`src/rtl/mux2_arb_pkg.sv`:
```
`default_nettype none
// ============================================================================
//  Module   : mux2_arb_pkg
//  Purpose  : Shared types and constants for the two-input round-robin
//             packet arbiter (state encoding, default payload width).
//  Revision : 1.0 - initial release
// ============================================================================
package mux2_arb_pkg;

  // Default width of each payload channel.
  localparam int C_DATA_W_DEFAULT = 8;

  // Arbiter states. LOCK_x holds the grant on requester x until its last beat.
  typedef enum logic [1:0] {
    IDLE   = 2'd0,
    LOCK_A = 2'd1,
    LOCK_B = 2'd2
  } arb_state_e;

endpackage
`default_nettype wire

```
`src/rtl/mux2_dp.sv`:
```
`default_nettype none
// ============================================================================
//  Module   : mux2_dp
//  Purpose  : Shared DATA_W-wide 2:1 datapath multiplexer.
//  Ports    : sel - 0 selects a, 1 selects b
//             a   - input word from requester A
//             b   - input word from requester B
//             y   - selected word
//  Revision : 1.0 - initial release
// ============================================================================
module mux2_dp
  import mux2_arb_pkg::*;
#(
  parameter int DATA_W = C_DATA_W_DEFAULT
) (
  input  logic              sel,
  input  logic [DATA_W-1:0] a,
  input  logic [DATA_W-1:0] b,
  output logic [DATA_W-1:0] y
);

  assign y = sel ? b : a;

endmodule
`default_nettype wire

```
`src/rtl/mux2_rr_arbiter.sv`:
```
`default_nettype none
// ============================================================================
//  Module   : mux2_rr_arbiter
//  Purpose  : Two-requester round-robin packet arbiter feeding one registered
//             output stage. A packet, once started, owns the output until its
//             last beat is accepted; ties in IDLE go to the requester that was
//             not granted last.
//  Ports    : clk, rst            - clock, synchronous active-high reset
//             a_valid/a_ready/a_data/a_last - requester A stream
//             b_valid/b_ready/b_data/b_last - requester B stream
//             y_valid/y_ready/y_data/y_last - registered output stream
//             sel                 - current mux select (0 = A, 1 = B)
//  Revision : 1.0 - initial release
// ============================================================================
module mux2_rr_arbiter
  import mux2_arb_pkg::*;
#(
  parameter int DATA_W = C_DATA_W_DEFAULT
) (
  input  logic              clk,
  input  logic              rst,
  input  logic              a_valid,
  output logic              a_ready,
  input  logic [DATA_W-1:0] a_data,
  input  logic              a_last,
  input  logic              b_valid,
  output logic              b_ready,
  input  logic [DATA_W-1:0] b_data,
  input  logic              b_last,
  output logic              y_valid,
  input  logic              y_ready,
  output logic [DATA_W-1:0] y_data,
  output logic              y_last,
  output logic              sel
);

  arb_state_e        r_state;
  arb_state_e        w_state_next;
  logic              r_lg;          // last requester granted: 0 = A, 1 = B
  logic              w_lg_next;
  logic              w_gnt_any;     // some requester currently holds the grant
  logic              w_sel;
  logic              w_out_free;
  logic              w_gnt_valid;
  logic              w_accept;
  logic [DATA_W:0]   w_mux_out;     // {last, data} of the selected requester

  // Output stage can take a new beat when empty or draining this cycle.
  assign w_out_free = !y_valid || y_ready;

  // Grant / select decision.
  always_comb begin
    w_gnt_any = 1'b0;
    w_sel     = r_lg;
    case (r_state)
      LOCK_A: begin
        w_gnt_any = 1'b1;
        w_sel     = 1'b0;
      end
      LOCK_B: begin
        w_gnt_any = 1'b1;
        w_sel     = 1'b1;
      end
      default: begin
        if (a_valid && b_valid) begin
          w_gnt_any = 1'b1;
          w_sel     = !r_lg;        // tie goes to the one not granted last
        end else if (a_valid) begin
          w_gnt_any = 1'b1;
          w_sel     = 1'b0;
        end else if (b_valid) begin
          w_gnt_any = 1'b1;
          w_sel     = 1'b1;
        end
      end
    endcase
  end

  // In LOCK_x the grant is held even while x's valid is low, so ready may be
  // high without a transfer; the locked packet simply waits.
  assign w_gnt_valid = w_sel ? b_valid : a_valid;
  assign a_ready     = w_gnt_any && !w_sel && w_out_free && !rst;
  assign b_ready     = w_gnt_any &&  w_sel && w_out_free && !rst;
  assign w_accept    = w_gnt_any && w_gnt_valid && w_out_free && !rst;
  assign sel         = w_sel;

  mux2_dp #(
    .DATA_W (DATA_W + 1)
  ) u_dp (
    .sel (w_sel),
    .a   ({a_last, a_data}),
    .b   ({b_last, b_data}),
    .y   (w_mux_out)
  );

  // Next-state: a non-last beat locks the grant, a last beat releases it and
  // records the winner for the next tie.
  always_comb begin
    w_state_next = r_state;
    w_lg_next    = r_lg;
    if (w_accept) begin
      if (w_mux_out[DATA_W]) begin
        w_state_next = IDLE;
        w_lg_next    = w_sel;
      end else begin
        w_state_next = w_sel ? LOCK_B : LOCK_A;
      end
    end
  end

  always_ff @(posedge clk) begin
    if (rst) begin
      r_state <= IDLE;
      r_lg    <= 1'b1;
    end else begin
      r_state <= w_state_next;
      r_lg    <= w_lg_next;
    end
  end

  // Output register.
  always_ff @(posedge clk) begin
    if (rst) begin
      y_valid <= 1'b0;
      y_data  <= '0;
      y_last  <= 1'b0;
    end else if (w_accept) begin
      y_valid <= 1'b1;
      y_data  <= w_mux_out[DATA_W-1:0];
      y_last  <= w_mux_out[DATA_W];
    end else if (y_ready) begin
      y_valid <= 1'b0;
    end
  end

endmodule
`default_nettype wire
```
`config.mk`:
```
export PLATFORM = sky130hd
export DESIGN_NAME = mux2_rr_arbiter
export DESIGN_NICKNAME = d
export VERILOG_FILES = /design/src/rtl/mux2_arb_pkg.sv /design/src/rtl/mux2_dp.sv /design/src/rtl/mux2_rr_arbiter.sv
export SDC_FILE = /design/constraint.sdc
export NUM_CORES = 1
export LEC_CHECK = 0
export BUFFER_PORTS_ARGS = -buffer_cell sky130_fd_sc_hd__buf_2
export CORE_MARGIN = 8
export CORE_UTILIZATION = 47
export DETAILED_ROUTE_END_ITERATION = 8
export HOLD_SLACK_MARGIN = 0.15
export PLACE_DENSITY = 0.86
export SLEW_MARGIN = 40
export SYNTH_ARGS = -nofsm -noshare
export SYNTH_HDL_FRONTEND = slang
export SYNTH_HIERARCHICAL = 1
export SYNTH_SLANG_ARGS = --single-unit
```
`constraint.sdc`:
```
create_clock -name clk -period 5.8 [get_ports clk]
set_input_delay 0.58 -clock clk [delete_from_list [all_inputs] [get_ports clk]]
set_output_delay 0.58 -clock clk [all_outputs]
set_load 0.01 [all_outputs]
```
==> results.toml <==
[status]
status = "completed"

[logic_synthesis]
syn_avg_cell_area_um2 = 9.09
synthTopCellsByArea = "dfxtp_1, mux2_4, a21oi_1"
seq_area_frac_synth_pct = 34.9
ys_seq_elements = 13
syn_nets = 106
synth_cell_types = 25
synth.largest_area_cell = "dfxtp_1"
ys_warn_count = 6
syn_inst = 82
synth_area_um2 = 746
synth_top_area_share_pct = 34.9

[global_routing]
antenna_found_initial = 0
grt_pass1_wl_mm = 3.20
grt_usage_pct = 12.3
grt_max_degree = 17
grt_overflow_total = 0
grt_pass1_vias = 744

[setup_path]
critPathCapture = "b_ready"
critPathKind = "flop to primary output"
r2r-start = "r_state[0]$_SDFFE_PP0P_"
critPathLaunch = "r_state[0]$_SDFFE_PP0P_"
required_ns = 5.22
reg2reg_to = "y_data[4]$_SDFFE_PP0P_"
cp.arrival_ns = 1.99
r2r_slack_ns = 3.79
crit_path_end_kind = "primary output"
r2r_cells = 8
crit_fanout = 11
startpoint_type = "flop"

[flow_run]
maxCapViolCount = 0

[sta]
tns_ns = 0
timing.final.crit_period_ns = 2.57
setup_viol = 0
timing_max_transition_violations_final = 0
max_slew_margin_pct = 56.9
rsz0062_at_grt = "false"
tightest_slew_ns = 0.643
finalCritPeriodShare_pct = 44.4
fin_skew_ns = 0.00598
max_freq_mhz = 389
hold_violations = 0

[finish]
final_common_cell = "buf_2"
syn_to_final_growth_pct = 27.0
multi_input_comb_area_um2 = 439
seq_area_um2 = 260
final_core_util_pct = 63.6
diodes = 0
final_nets = 142
stdcell_count = 133
fill_cells = 125
mostFrequentLayoutCells = "buf_2, dfxtp_1, o21ai_1, a21oi_1"
final_layout_size_suffix_gt1_share_pct = 45.3

[floorplanning]
row_count = 14
initial_core_util_pct = 50.1
coreArea_um2 = 1490
die_w_um = 55.8
die_h_um = 55.8
die-area_um2 = 3120
pin_count = 36

[placement]
portBuffers = 35
place_inst = 129
gp_congestion = 0.835

[clocking]
clk_latency_ns = 0.28
cts.sinks = 13
postCtsHoldBufs = 0
root_buffer = "clkbuf_4"
h-tree-depth = 1
cts_resized = 0
clk_path_buf_depth = 2
post-cts-setup-buffers = 0
path_clk_slew_ns = 0.08
cts_tree = "built"
cts_made_buffers = 3

[hold_path]
hold_path_class = "flop to flop"

[pwr]
ir_drop_mv = 0.132
p_leak_nw = 0.461
p_per_area_nw_per_um2 = 275

[detailed_routing]
drtIter0Drc = 24
viasPerCell = 5.51
route.detailed.drc = 0
vias = 733
wl_per_cell_um = 14.2
final_antenna_net_count = 0
first_pass_iters = 4
routed_wl_mm = 1.89
==> how the worst min path moves through the flow <==
stage                                   end  slack (ns)                    start  depth (start not counted)
floorplan           r_state[0]$_SDFFE_PP0P_        0.46  r_state[0]$_SDFFE_PP0P_                          2
global placement     y_data[7]$_SDFFE_PP0P_        0.47   y_data[7]$_SDFFE_PP0P_                          2
detailed placement   y_data[6]$_SDFFE_PP0P_        0.47   y_data[6]$_SDFFE_PP0P_                          2
CTS                  y_data[6]$_SDFFE_PP0P_        0.48   y_data[6]$_SDFFE_PP0P_                          2
global route         y_data[3]$_SDFFE_PP0P_        0.52   y_data[3]$_SDFFE_PP0P_                          2
finish               y_data[6]$_SDFFE_PP0P_        0.48   y_data[6]$_SDFFE_PP0P_                          2
==> cells by family (layout without fill, tap and decap cells) <==
group           count (synthesis)  count (layout)  share of synthesized area [%]
simple gates                   21              21                           14.1
buf+inv                        10              45                           6.88
mux                             9               9                           18.1
fa+ha+maj                       1               1                           1.68
flops                          13              13                           34.9
compound gates                 28              28                           24.3
==> cells in the mapped netlist, drive strengths merged <==
master and number:
dfxtp 13, a21oi 11, o21ai 10, mux2 9
nand3 9, inv 5, buf 4, nand2 3
nor2 3, nor2b 2, nor3 2, a2111oi 1
a21o 1, a221o 1, a311o 1, a32o 1
clkbuf 1, ha 1, nand2b 1, o211ai 1
o31ai 1, or3 1
==> report_power, final <==
part           internal, mW  leakage (nW)  switching (mW)  total [mW]
logic                0.0505         0.340          0.0501       0.101
registers            0.0991         0.107         0.00470       0.104
clock network        0.0267        0.0150          0.0293      0.0559
==> critical path: stages, from the launching register on <==
cell and delay (ns):
dfxtp_1 0.35, inv_1 0.05, ha_1 0.32, nand2b_2 0.23
o21ai_1 0.21, buf_4 0.28, nor2b_1 0.14, buf_2 0.13
==> layout make-up <==
cell class / instances / share of cell area, %
clock buffers: 4 / 2.77
inverters: 5 / 1.98
multi-input cells: 59 / 46.4
flip-flops and latches: 13 / 27.5
well taps: 16 / 2.11
repair buffers: 36 / 19.3
==> per-stage QoR <==
| stage | area, um^2 | worst slack, ns | total power, mW | hold slack [ns] |
|---|---|---|---|---|
| after floorplan | 746 | 3.70 | 0.181 | 0.457 |
| after global placement | 916 | 3.50 | 0.203 | 0.467 |
| after detailed placement | 921 | 3.52 | 0.207 | 0.471 |
| after CTS | 947 | 3.23 | 0.261 | 0.482 |
| after global routing | 947 | 3.06 | 0.279 | 0.515 |
| final | 947 | 3.23 | 0.260 | 0.478 |
==> metal layers <==
layer | vias to the layer above | global-route usage (%) | wire, um
met5 | - | 0 | 0
met4 | 0 | 8.25 | 68
met3 | 9 | 2.74 | 79
met2 | 23 | 22.3 | 991
met1 | 329 | 12.1 | 749
li1 | 372 | - | -
==> sequential cells by signal, summed over array words and instances, names as in the netlist <==
register  cells
y_data        8
r_state       2
r_lg          1
y_last        1
y_valid       1
Power figures use the tool's default switching activity.
